### config.mk
export PLATFORM = sky130hd
export DESIGN_NAME = mc8051_mem_sched
export DESIGN_NICKNAME = d
export VERILOG_FILES = /design/src/rtl/mc8051_mem_sched.sv
export SDC_FILE = /design/constraint.sdc
export NUM_CORES = 1
export LEC_CHECK = 0
export ABC_AREA = 1
export CORE_ASPECT_RATIO = 0.5
export CORE_MARGIN = 2
export CORE_UTILIZATION = 39
export DETAILED_ROUTE_END_ITERATION = 12
export PLACE_DENSITY_LB_ADDON = 0.15
export SLEW_MARGIN = 10
export SYNTH_ARGS = -nofsm -noshare
export SYNTH_HDL_FRONTEND = slang
export SYNTH_SLANG_ARGS = --single-unit
### constraint.sdc
create_clock -name i_clk -period 5.25 [get_ports i_clk]
set_clock_uncertainty 0.15 [all_clocks]
set_input_delay 1.05 -clock i_clk [delete_from_list [all_inputs] [get_ports i_clk]]
set_output_delay 1.05 -clock i_clk [all_outputs]
set_load 0.05 [all_outputs]
### src/rtl/mc8051_mem_sched.sv
// Shared memory port scheduler: fixed-priority grant (S5 > S3 > S2), one access at a time, wait-state handshake with timeout.
// Latency: arbitration cycle + >=1 BUSY cycle + ACK cycle (min 3); requesters are held off by keeping req high until their ack.
module mc8051_mem_sched #(
  parameter logic [7:0] TIMEOUT_CYC = 8'd255,
  parameter logic [7:0] ERR_RDATA   = 8'hFF
) (
  input  logic        i_clk,
  input  logic        i_rst_n,
  input  logic        i_s2_req,
  input  logic [15:0] i_s2_addr,
  input  logic        i_s3_req,
  input  logic [15:0] i_s3_addr,
  input  logic        i_s5_req,
  input  logic [15:0] i_s5_addr,
  input  logic [7:0]  i_s5_wdata,
  output logic [15:0] o_mem_addr,
  output logic        o_mem_rd,
  output logic        o_mem_wr,
  output logic [7:0]  o_mem_wdata,
  input  logic        i_mem_ready,
  input  logic [7:0]  i_mem_rdata,
  output logic        o_s2_ack,
  output logic        o_s3_ack,
  output logic        o_s5_ack,
  output logic [7:0]  o_rdata,
  output logic        o_err,
  output logic        o_busy
);

  typedef enum logic [1:0] {IDLE, BUSY, ACK} state_t;
  typedef enum logic [1:0] {GNT_S2, GNT_S3, GNT_S5} gnt_t;

  state_t     state;
  gnt_t       gnt;
  logic [7:0] cnt;
  logic [7:0] cnt_nxt;
  logic       timeout;

  // Saturating so a large TIMEOUT_CYC can never be skipped by wrap-around.
  assign cnt_nxt = (cnt == 8'hFF) ? cnt : cnt + 8'd1;
  assign timeout = (cnt_nxt >= TIMEOUT_CYC);

  always_ff @(posedge i_clk or negedge i_rst_n) begin
    if (!i_rst_n) begin
      state       <= IDLE;
      gnt         <= GNT_S2;
      cnt         <= 8'h00;
      o_mem_addr  <= 16'h0000;
      o_mem_rd    <= 1'b0;
      o_mem_wr    <= 1'b0;
      o_mem_wdata <= 8'h00;
      o_s2_ack    <= 1'b0;
      o_s3_ack    <= 1'b0;
      o_s5_ack    <= 1'b0;
      o_rdata     <= 8'h00;
      o_err       <= 1'b0;
      o_busy      <= 1'b0;
    end else begin
      case (state)
        IDLE: begin
          cnt <= 8'h00;
          if (i_s5_req) begin
            gnt         <= GNT_S5;
            o_mem_addr  <= i_s5_addr;
            o_mem_wdata <= i_s5_wdata;
            o_mem_wr    <= 1'b1;
            o_busy      <= 1'b1;
            state       <= BUSY;
          end else if (i_s3_req) begin
            gnt        <= GNT_S3;
            o_mem_addr <= i_s3_addr;
            o_mem_rd   <= 1'b1;
            o_busy     <= 1'b1;
            state      <= BUSY;
          end else if (i_s2_req) begin
            gnt        <= GNT_S2;
            o_mem_addr <= i_s2_addr;
            o_mem_rd   <= 1'b1;
            o_busy     <= 1'b1;
            state      <= BUSY;
          end
        end
        BUSY: begin
          cnt <= cnt_nxt;
          if (i_mem_ready || timeout) begin
            // o_mem_rd still reflects the granted access type here.
            if (o_mem_rd) o_rdata <= i_mem_ready ? i_mem_rdata : ERR_RDATA;
            o_err    <= !i_mem_ready;
            o_mem_rd <= 1'b0;
            o_mem_wr <= 1'b0;
            o_s2_ack <= (gnt == GNT_S2);
            o_s3_ack <= (gnt == GNT_S3);
            o_s5_ack <= (gnt == GNT_S5);
            state    <= ACK;
          end
        end
        ACK: begin
          o_s2_ack <= 1'b0;
          o_s3_ack <= 1'b0;
          o_s5_ack <= 1'b0;
          o_err    <= 1'b0;
          o_busy   <= 1'b0;
          cnt      <= 8'h00;
          state    <= IDLE;
        end
        default: state <= IDLE;
      endcase
    end
  end

endmodule

# After elaboration in Yosys (flattened, before gate mapping)
# Index checks and enable logic that the tools add are counted.
[classes] addsub=1 mux=31 reduce_logical=18 magnitude_cmp=1 eq_ne=10
[op_table] cell="$mux 16" count=3
[op_table] cell="$mux 8" count=2
[op_table] cell="$pmux 8 s2" count=1
[op_table] cell="$mux 2" count=7
[op_table] cell="$pmux 1 s2" count=7
[op_table] cell="$mux 1" count=10
[op_table] cell="$reduce_and 2->1" count=5
[op_table] cell="$add 8x1->8 const B" count=1
[op_table] cell="$eq 8x8->1 const B" count=1
[op_table] cell="$ge 8x8->1 const B" count=1
[op_table] cell="$reduce_bool 2->1" count=4
[op_table] cell="$ne 2x2->1 const B" count=3
[op_table] cell="$reduce_and 3->1" count=2
[op_table] cell="$eq 2x1->1 const B" count=2
[op_table] cell="$eq 2x2->1 const B" count=2
[op_table] cell="$logic_not 2->1" count=2
[op_table] cell="$ne 4x4->1 const B" count=1
[op_table] cell="$pmux 2 s2" count=1
[op_table] cell="$reduce_and 4->1" count=1
[op_table] cell="$ne 3x3->1 const B" count=1
[op_table] cell="$reduce_bool 3->1" count=1
[op_table] cell="$reduce_or 2->1" count=1
[op_table] cell="$logic_not 1->1" count=1
[op_table] cell="$logic_or 1x1->1" count=1
[word_totals] ff_bits=51 input_bits=70 output_inout_bits=39

# Depth between registers and ports, before layout
# Gate-level depths: netlist (run 1).
[depth] ltp_word=6 ltp_mapped=13

# Worst setup path after synthesis (run 1)
# OpenSTA, ideal clock, no wires.
[synth_timing] path_type="input to register" from="in i_s3_req" to="reg gnt[0]" stages=7 required_time_ps=4966 setup_time_ps=134 arrival_time_ps=1946 n_path_buf=2 path_slack_ps=3019 path_cell_list="clkbuf_1 nor2_1 nor2_1 nor2_2 buf_2 nand2_1 o31ai_1"
[synth_via] elab_chain_cells=2 word_cells_on_any_way=4 classes_between="2 x mux; 2 x reduce/logical"
[synth_lines] item="start, declared" line_no="11" text="input logic i_s3_req,"
[synth_lines] item="$reduce_bool 3->1 (no line) / $mux 2 (equally long branches)"
[synth_lines] item="$reduce_and 2->1 (no line) / $mux 2 (equally long branches)"
[synth_lines] item="end signal, assigned" line_no="46" text="gnt <= GNT_S2;"
[synth_lines] item="end signal, assigned" line_no="63" text="gnt <= GNT_S5;"
[synth_lines] item="end signal, assigned" line_no="70" text="gnt <= GNT_S3;"
[synth_lines] item="end, declared" line_no="34" text="gnt_t gnt;"
# Several ways; a longest one is shown, not always the timed one.
# A chain may end at the register's enable or synchronous reset.

# Worst setup path in the final report (run 1)
[layout_timing] from="in i_s3_req" to="reg o_mem_addr[13]"
[layout_via] elab_chain_cells=2 word_cells_on_any_way=4 classes_between="2 x mux; 2 x reduce/logical"
[layout_lines] item="$reduce_bool 3->1 (no line) / $mux 16 (equally long branches)"
[layout_lines] item="$reduce_and 2->1 (no line) / $mux 16 (equally long branches)"
[layout_lines] item="end signal, assigned" line_no="64" text="o_mem_addr <= i_s5_addr;"
[layout_lines] item="end signal, assigned" line_no="71" text="o_mem_addr <= i_s3_addr;"
[layout_lines] item="end signal, assigned" line_no="77" text="o_mem_addr <= i_s2_addr;"
[layout_lines] item="end, declared" line_no="16" text="output logic [15:0] o_mem_addr,"
# Several ways; a longest one is shown, not always the timed one.

==> results.ini, run 1 <==
[outcome]
status = finished, final reports clean

[logic_synthesis]
yosysTopAreaCellShare_pct = 48.1
synth_top_cells_by_area = dfrtp_1 (48%), nand2_1 (20%), nand3_1 (4.9%)
syn_area_mm2 = 0.00265
yosys.area.top_type = dfrtp_1
avgSynthCellArea_um2 = 7.68
ys_seq_area_share_pct = 48.1
ys_ff_latch = 51
synth-warning-count = 0
synth_nets = 416
synthDistinctLibCells = 23
synthCells = 345

[sta]
slew_violations = 0
finalCriticalPeriod_ps = 3340
max_freq_mhz = 300
fin_tns_setup_ps = 0
hold_viol = 0
setup_violations = 0
hold_ws_ps = 321
fin_crit_sh_pct = 63.5
rsz0062_at_grt = false
slew_headroom_pct = 21.3
worst_slew_pin_slew_ps = 1180

[global_route]
grt_first_pass_wirelength_mm = 10.9
track_usage_pct = 17.8
overflow = 0
grt_max_degree = 52
antenna_found_initial = 0
grt_pass1_vias = 2397

[drt]
num_vias = 2546
drt-vias-per-instance = 4.72
drt_first_pass_iters = 4
post_drt_wl_per_cell_um = 11.9
drt_wl_total_mm = 6.43
ant_nets = 0
drtIter0Drc = 134
drcViolationCount = 0

[floorplanning]
row_count = 21
fp.dieW_um = 121
boundaryPins = 109
die_y_um = 62.3
die-area_mm2 = 0.00751
start_util_pct = 40.0
core-area_mm2 = 0.00662

[worst_setup_path]
cp.arrival_ps = 3310
worstSetupPathType = primary input to register
start_kind = primary input
cp.required_ps = 5220
end_kind = register
cp_max_fo = 35

[clocking]
cts_buffers = 5
cts_resized = 0
post-cts-setup-buffers = 0
clkLatencyLatePin_ps = 280
htreeDepth = 2
cts_tree = yes
clock_path_buffers = 2
cts.sinks = 51
cts_hold_buf = 0
clk_pin_slew_ps = 70
cts-root-buf = clkbuf_16

[cells_and_area]
diodes = 0
mostFrequentLayoutCell = nand2_1
drive_gt1_share_pct = 9.17
final_area_mm2 = 0.00394
fillCellCount = 607
area_growth_pct = 48.7
final_cell_mix = nand2_1 (144), clkdlybuf4s50_1 (107), dfrtp_1 (51)
nets = 517

[place]
gp_congestion = 0.766
place_area_mm2 = 0.00378
dpl.hpwl_mm = 4.82
port_buffers = 108

[power]
p_leak_nw = 1.80
pwr_density_cell_mw_per_mm2 = 571
peakVddDrop_mv = 0.407

[job]
drv_cap = 0

[min_path]
hold_class = register to register

-- Yosys cell counts --
library cell,instances
nand4_1,11
o31ai_1,1
o21ai_1,17
nand3_4,1
nand3_1,26
o21ai_0,17
nor2_4,5
or2_2,8
nor2_2,2
clkbuf_1,10
inv_1,9
inv_2,7
nand2_2,3
a21oi_1,14
buf_8,1
nand2_1,144
xnor2_1,1
nand2_8,1
nand2_4,2
buf_2,6
ha_1,1
dfrtp_1,51
nor2_1,7
-- worst paths after layout --
path / start / endpoint / slack [ps] / cells past startpoint
setup / recovery: i_s3_req / o_mem_addr[13] / 1910 / 5
hold / removal: o_mem_wr / o_mem_wr / 320 / 2
setup reg to reg: state[0] / o_mem_addr[13] / 3070 / 5
hold reg to reg: o_mem_wr / o_mem_wr / 320 / 2
max in group asynchronous: i_rst_n / o_mem_addr[3] / 3810 / 2
min in group asynchronous: i_rst_n / o_mem_addr[9] / 710 / 2
-- worst max-delay path, cell delays in order --
cell and delay (ps):
clkdlybuf4s50_1 780, nor2_1 290, nor2_1 110, nor2_2 890
o21ai_1 180
-- routing by layer --
layer  up-vias  global-route usage, %  wire length (µm)
li1       1314                      -                 -
met1      1173                   23.5              3000
met2        55                   29.5              3050
met3         4                   5.24               344
met4         0                   3.05                38
met5         -                      0                 0
-- cell families after synthesis --
logic type	count (synthesis)	share of synthesized area (%)
and+or+nand+nor	210	36.3
buffers and inverters	33	5.38
xor gates and xnor gates	1	0.330
adders and majority gates	1	0.472
DFF	51	48.1
AOI/OAI and AO/OA	49	9.34
-- state kept, by name, summed over array words and instances (netlist names), 2 cells and up --
register / cells
state: 2
gnt: 2
o_rdata: 8
o_mem_addr: 16
o_mem_wdata: 8
cnt: 8
-- where the power goes --
group | switching [mW] | leakage [nW] | internal (mW)
registers | 0.118 | 0.641 | 0.561
logic | 0.829 | 1.08 | 0.405
clock network | 0.134 | 0.0761 | 0.203
-- cell type report --
cell class	instances	area, µm²	share of cell area (%)
Clock buffer	7	153	3.87
Sequential cell	51	1280	32.4
Tap cell	92	115	2.92
Inverter	16	60.1	1.52
Clock inverter	1	7.51	0.190
Multi-Input combinational cell	261	1230	31.3
Timing Repair Buffer	111	1100	27.9
-- stage by stage --
| stage | power [mW] | utilization [%] | instances | setup slack [ps] |
|---|---|---|---|---|
| after floorplan | 1.49 | - | 345 | 3020 |
| after global placement | 1.91 | 57.1 | 531 | 1720 |
| final | 2.25 | 59.5 | 539 | 1910 |
| after CTS | 2.27 | 59.5 | 539 | 1930 |
| after global routing | 2.39 | 59.5 | 539 | 1700 |
| after detailed placement | 1.93 | 57.1 | 531 | 1630 |
(Power assumes the default switching activity.)
==> run 2, diff against run 1 <==
==> constraint.sdc (replaced) <==
create_clock -name i_clk -period 2.78 [get_ports i_clk]
set_clock_uncertainty 0.15 [all_clocks]
set_input_delay 0.556 -clock i_clk [delete_from_list [all_inputs] [get_ports i_clk]]
set_output_delay 0.556 -clock i_clk [all_outputs]
set_load 0.05 [all_outputs]
==> results.ini, run 2 (same netlist as run 1, synthesis figures left out) <==
[power]
pwr_density_cell_mw_per_mm2 = 1080  ; +89%
p_leak_nw = 1.81  ; +0.62%
swShare_pct = 48.7  ; +0.66 points
peakVddDrop_mv = 0.439  ; +7.9%
pwr-share-comb_pct = 55.1  ; +0.2 points
clockPowerShare_pct = 14.9  ; about the same
sequentialPowerShare_pct = 30.0  ; -0.2 points
p_int_mw = 2.19  ; +88%
power.total_mw = 4.27  ; +90%
switchingPower_mw = 2.08  ; +93%

[drt]
post_drt_wl_per_cell_um = 12.5  ; +5.1%
ant_nets = 0  ; unchanged
drcViolationCount = 0  ; unchanged
num_vias = 2606  ; +2.4%
drt_first_pass_iters = 4  ; unchanged
drtIter0Drc = 154  ; +15%
drt_wl_total_mm = 6.80  ; +5.7%
drt-vias-per-instance = 4.81  ; +1.8%

[sta]
max_freq_mhz = 401
setup_violations = 0  ; unchanged
worst_slew_pin_slew_ps = 535  ; -644 ps
hold_ws_ps = -2.95  ; -324 ps
fin_crit_sh_pct = 89.7
finalCriticalPeriod_ps = 2490
setup_slack_ps = 287  ; -1630 ps
fin_tns_setup_ps = 0  ; unchanged
slew_headroom_pct = 64.2  ; +43 points
slew_violations = 0  ; unchanged
rsz0062_at_grt = false
hold_viol = 10  ; +10

[outcome]
status = finished, violations left
violations = negative hold slack

[worst_setup_path]
start_kind = register
slowest_delay_ps = 890  ; about the same
end_kind = primary output
crit_family = buffers and inverters
cp_max_fo = 11  ; -69%
cp.arrival_ps = 1790  ; -1520 ps
crit_slowest_cell = clkdlybuf4s50_1
worstSetupPathType = register to primary output
cp.required_ps = 2070  ; -3150 ps
cp_cell_sequence = clkdlybuf4s50_1
worst-path-buf-inv = 1  ; unchanged

[cells_and_area]
area_growth_pct = 49.4
fillCellCount = 625  ; +3.0%
drive_gt1_share_pct = 9.78  ; +0.61 points
final_cell_mix = nand2_1 (144), clkdlybuf4s50_1 (107), dfrtp_1 (51)
mostFrequentLayoutCell = nand2_1
largest_reg_flops = 16  ; unchanged
nets = 520  ; +0.58%
largest-register = o_mem_addr
diodes = 0  ; unchanged

[clocking]
cts-root-buf = clkbuf_16
cts_tree = yes
cts_hold_buf = 0  ; unchanged
clock_path_buffers = 2  ; unchanged
clk_pin_slew_ps = 70  ; about the same
clkLatencyLatePin_ps = 280  ; about the same
htreeDepth = 2  ; unchanged
cts.sinks = 51  ; unchanged
cts_buffers = 5  ; unchanged
post-cts-setup-buffers = 0  ; unchanged
cts_resized = 0  ; unchanged

[place]
gp_congestion = 0.757  ; -1.2%
dpl.hpwl_mm = 5.16  ; +6.9%
pre_cts_ws_ps = 441  ; -1190 ps
port_buffers = 108  ; unchanged

[global_route]
overflow = 0  ; unchanged
grt_max_degree = 34  ; -35%
antenna_found_initial = 0  ; unchanged
track_usage_pct = 19.3  ; +1.5 points
grt_pass1_vias = 2632  ; +9.8%
grt_first_pass_wirelength_mm = 11.8  ; +8.5%

[floorplanning]
start_util_pct = 40.0  ; unchanged
fp.dieW_um = 121  ; unchanged
die_y_um = 62.3  ; unchanged
core-area_mm2 = 0.00662  ; unchanged
die-area_mm2 = 0.00751  ; unchanged
boundaryPins = 109  ; unchanged
row_count = 21  ; unchanged

[min_path]
hold_class = primary input to asynchronous set/reset pin

[job]
drv_cap = 0  ; unchanged

## run 2: changes by cell type in the layout (fill, tap and decap cells not counted)
cell      before  now
buf_4          3    6
clkinv_4       0    1
clkbuf_8       2    1
## run 2: final cells by class
cell class | count | area [µm²] | area share, %
clock inverters | 2 | 16.3 | 0.411
inverters | 16 | 60.1 | 1.52
flip-flops and latches | 51 | 1280 | 32.2
multi-input cells | 261 | 1230 | 31.1
repair buffers | 114 | 1120 | 28.3
well taps | 92 | 115 | 2.91
clock buffers | 6 | 139 | 3.51
## run 2: path summary, 6_finish.rpt
| path | start | end | slack [ps] | cells after the start |
|---|---|---|---|---|
| worst min register to register | o_rdata[2] | o_rdata[2] | 320 | 2 |
| min in group i_clk | o_rdata[2] | o_rdata[2] | 320 | 2 |
| worst max register to register | cnt[1] | o_rdata[4] | 710 | 12 |
| max in group asynchronous | i_rst_n | gnt[1] | 1880 | 2 |
| worst max-delay path | o_mem_rd | o_mem_rd | 290 | 1 |
| worst min-delay path | i_rst_n | o_mem_addr[5] | -3 | 1 |
## run 2: power groups by stage
stage / combinational, mW / clock, mW / sequential [mW]
after CTS: 2.38 / 0.638 / 1.29
after global placement: 2.33 / 0 / 1.29
after detailed placement: 2.37 / 0 / 1.29
after floorplan: 0.642 / 0 / 2.18
final: 2.36 / 0.635 / 1.28
after global routing: 2.52 / 0.678 / 1.33
## run 2: through the flow
step | instance area [µm²] | hold slack (ps) | util (%) | std cells
6_report | 3960 | -2.95 | 59.8 | 542
5_1_grt | 3960 | 8.44 | 59.8 | 542
4_1_cts | 3960 | 5.83 | 59.8 | 542
3_5_place_dp | 3800 | 308 | 57.5 | 534
3_3_place_gp | 3800 | 306 | 57.5 | 534
2_1_floorplan | 2650 | 110 | - | 345
## run 2: layer usage
layer / up-vias / global-route usage (%) / wire, µm
met3: 4 / 5.15 / 428
met5: - / 0 / 0
li1: 1321 / - / -
met2: 72 / 32.9 / 3340
met1: 1209 / 25.0 / 2990
met4: 0 / 3.63 / 37
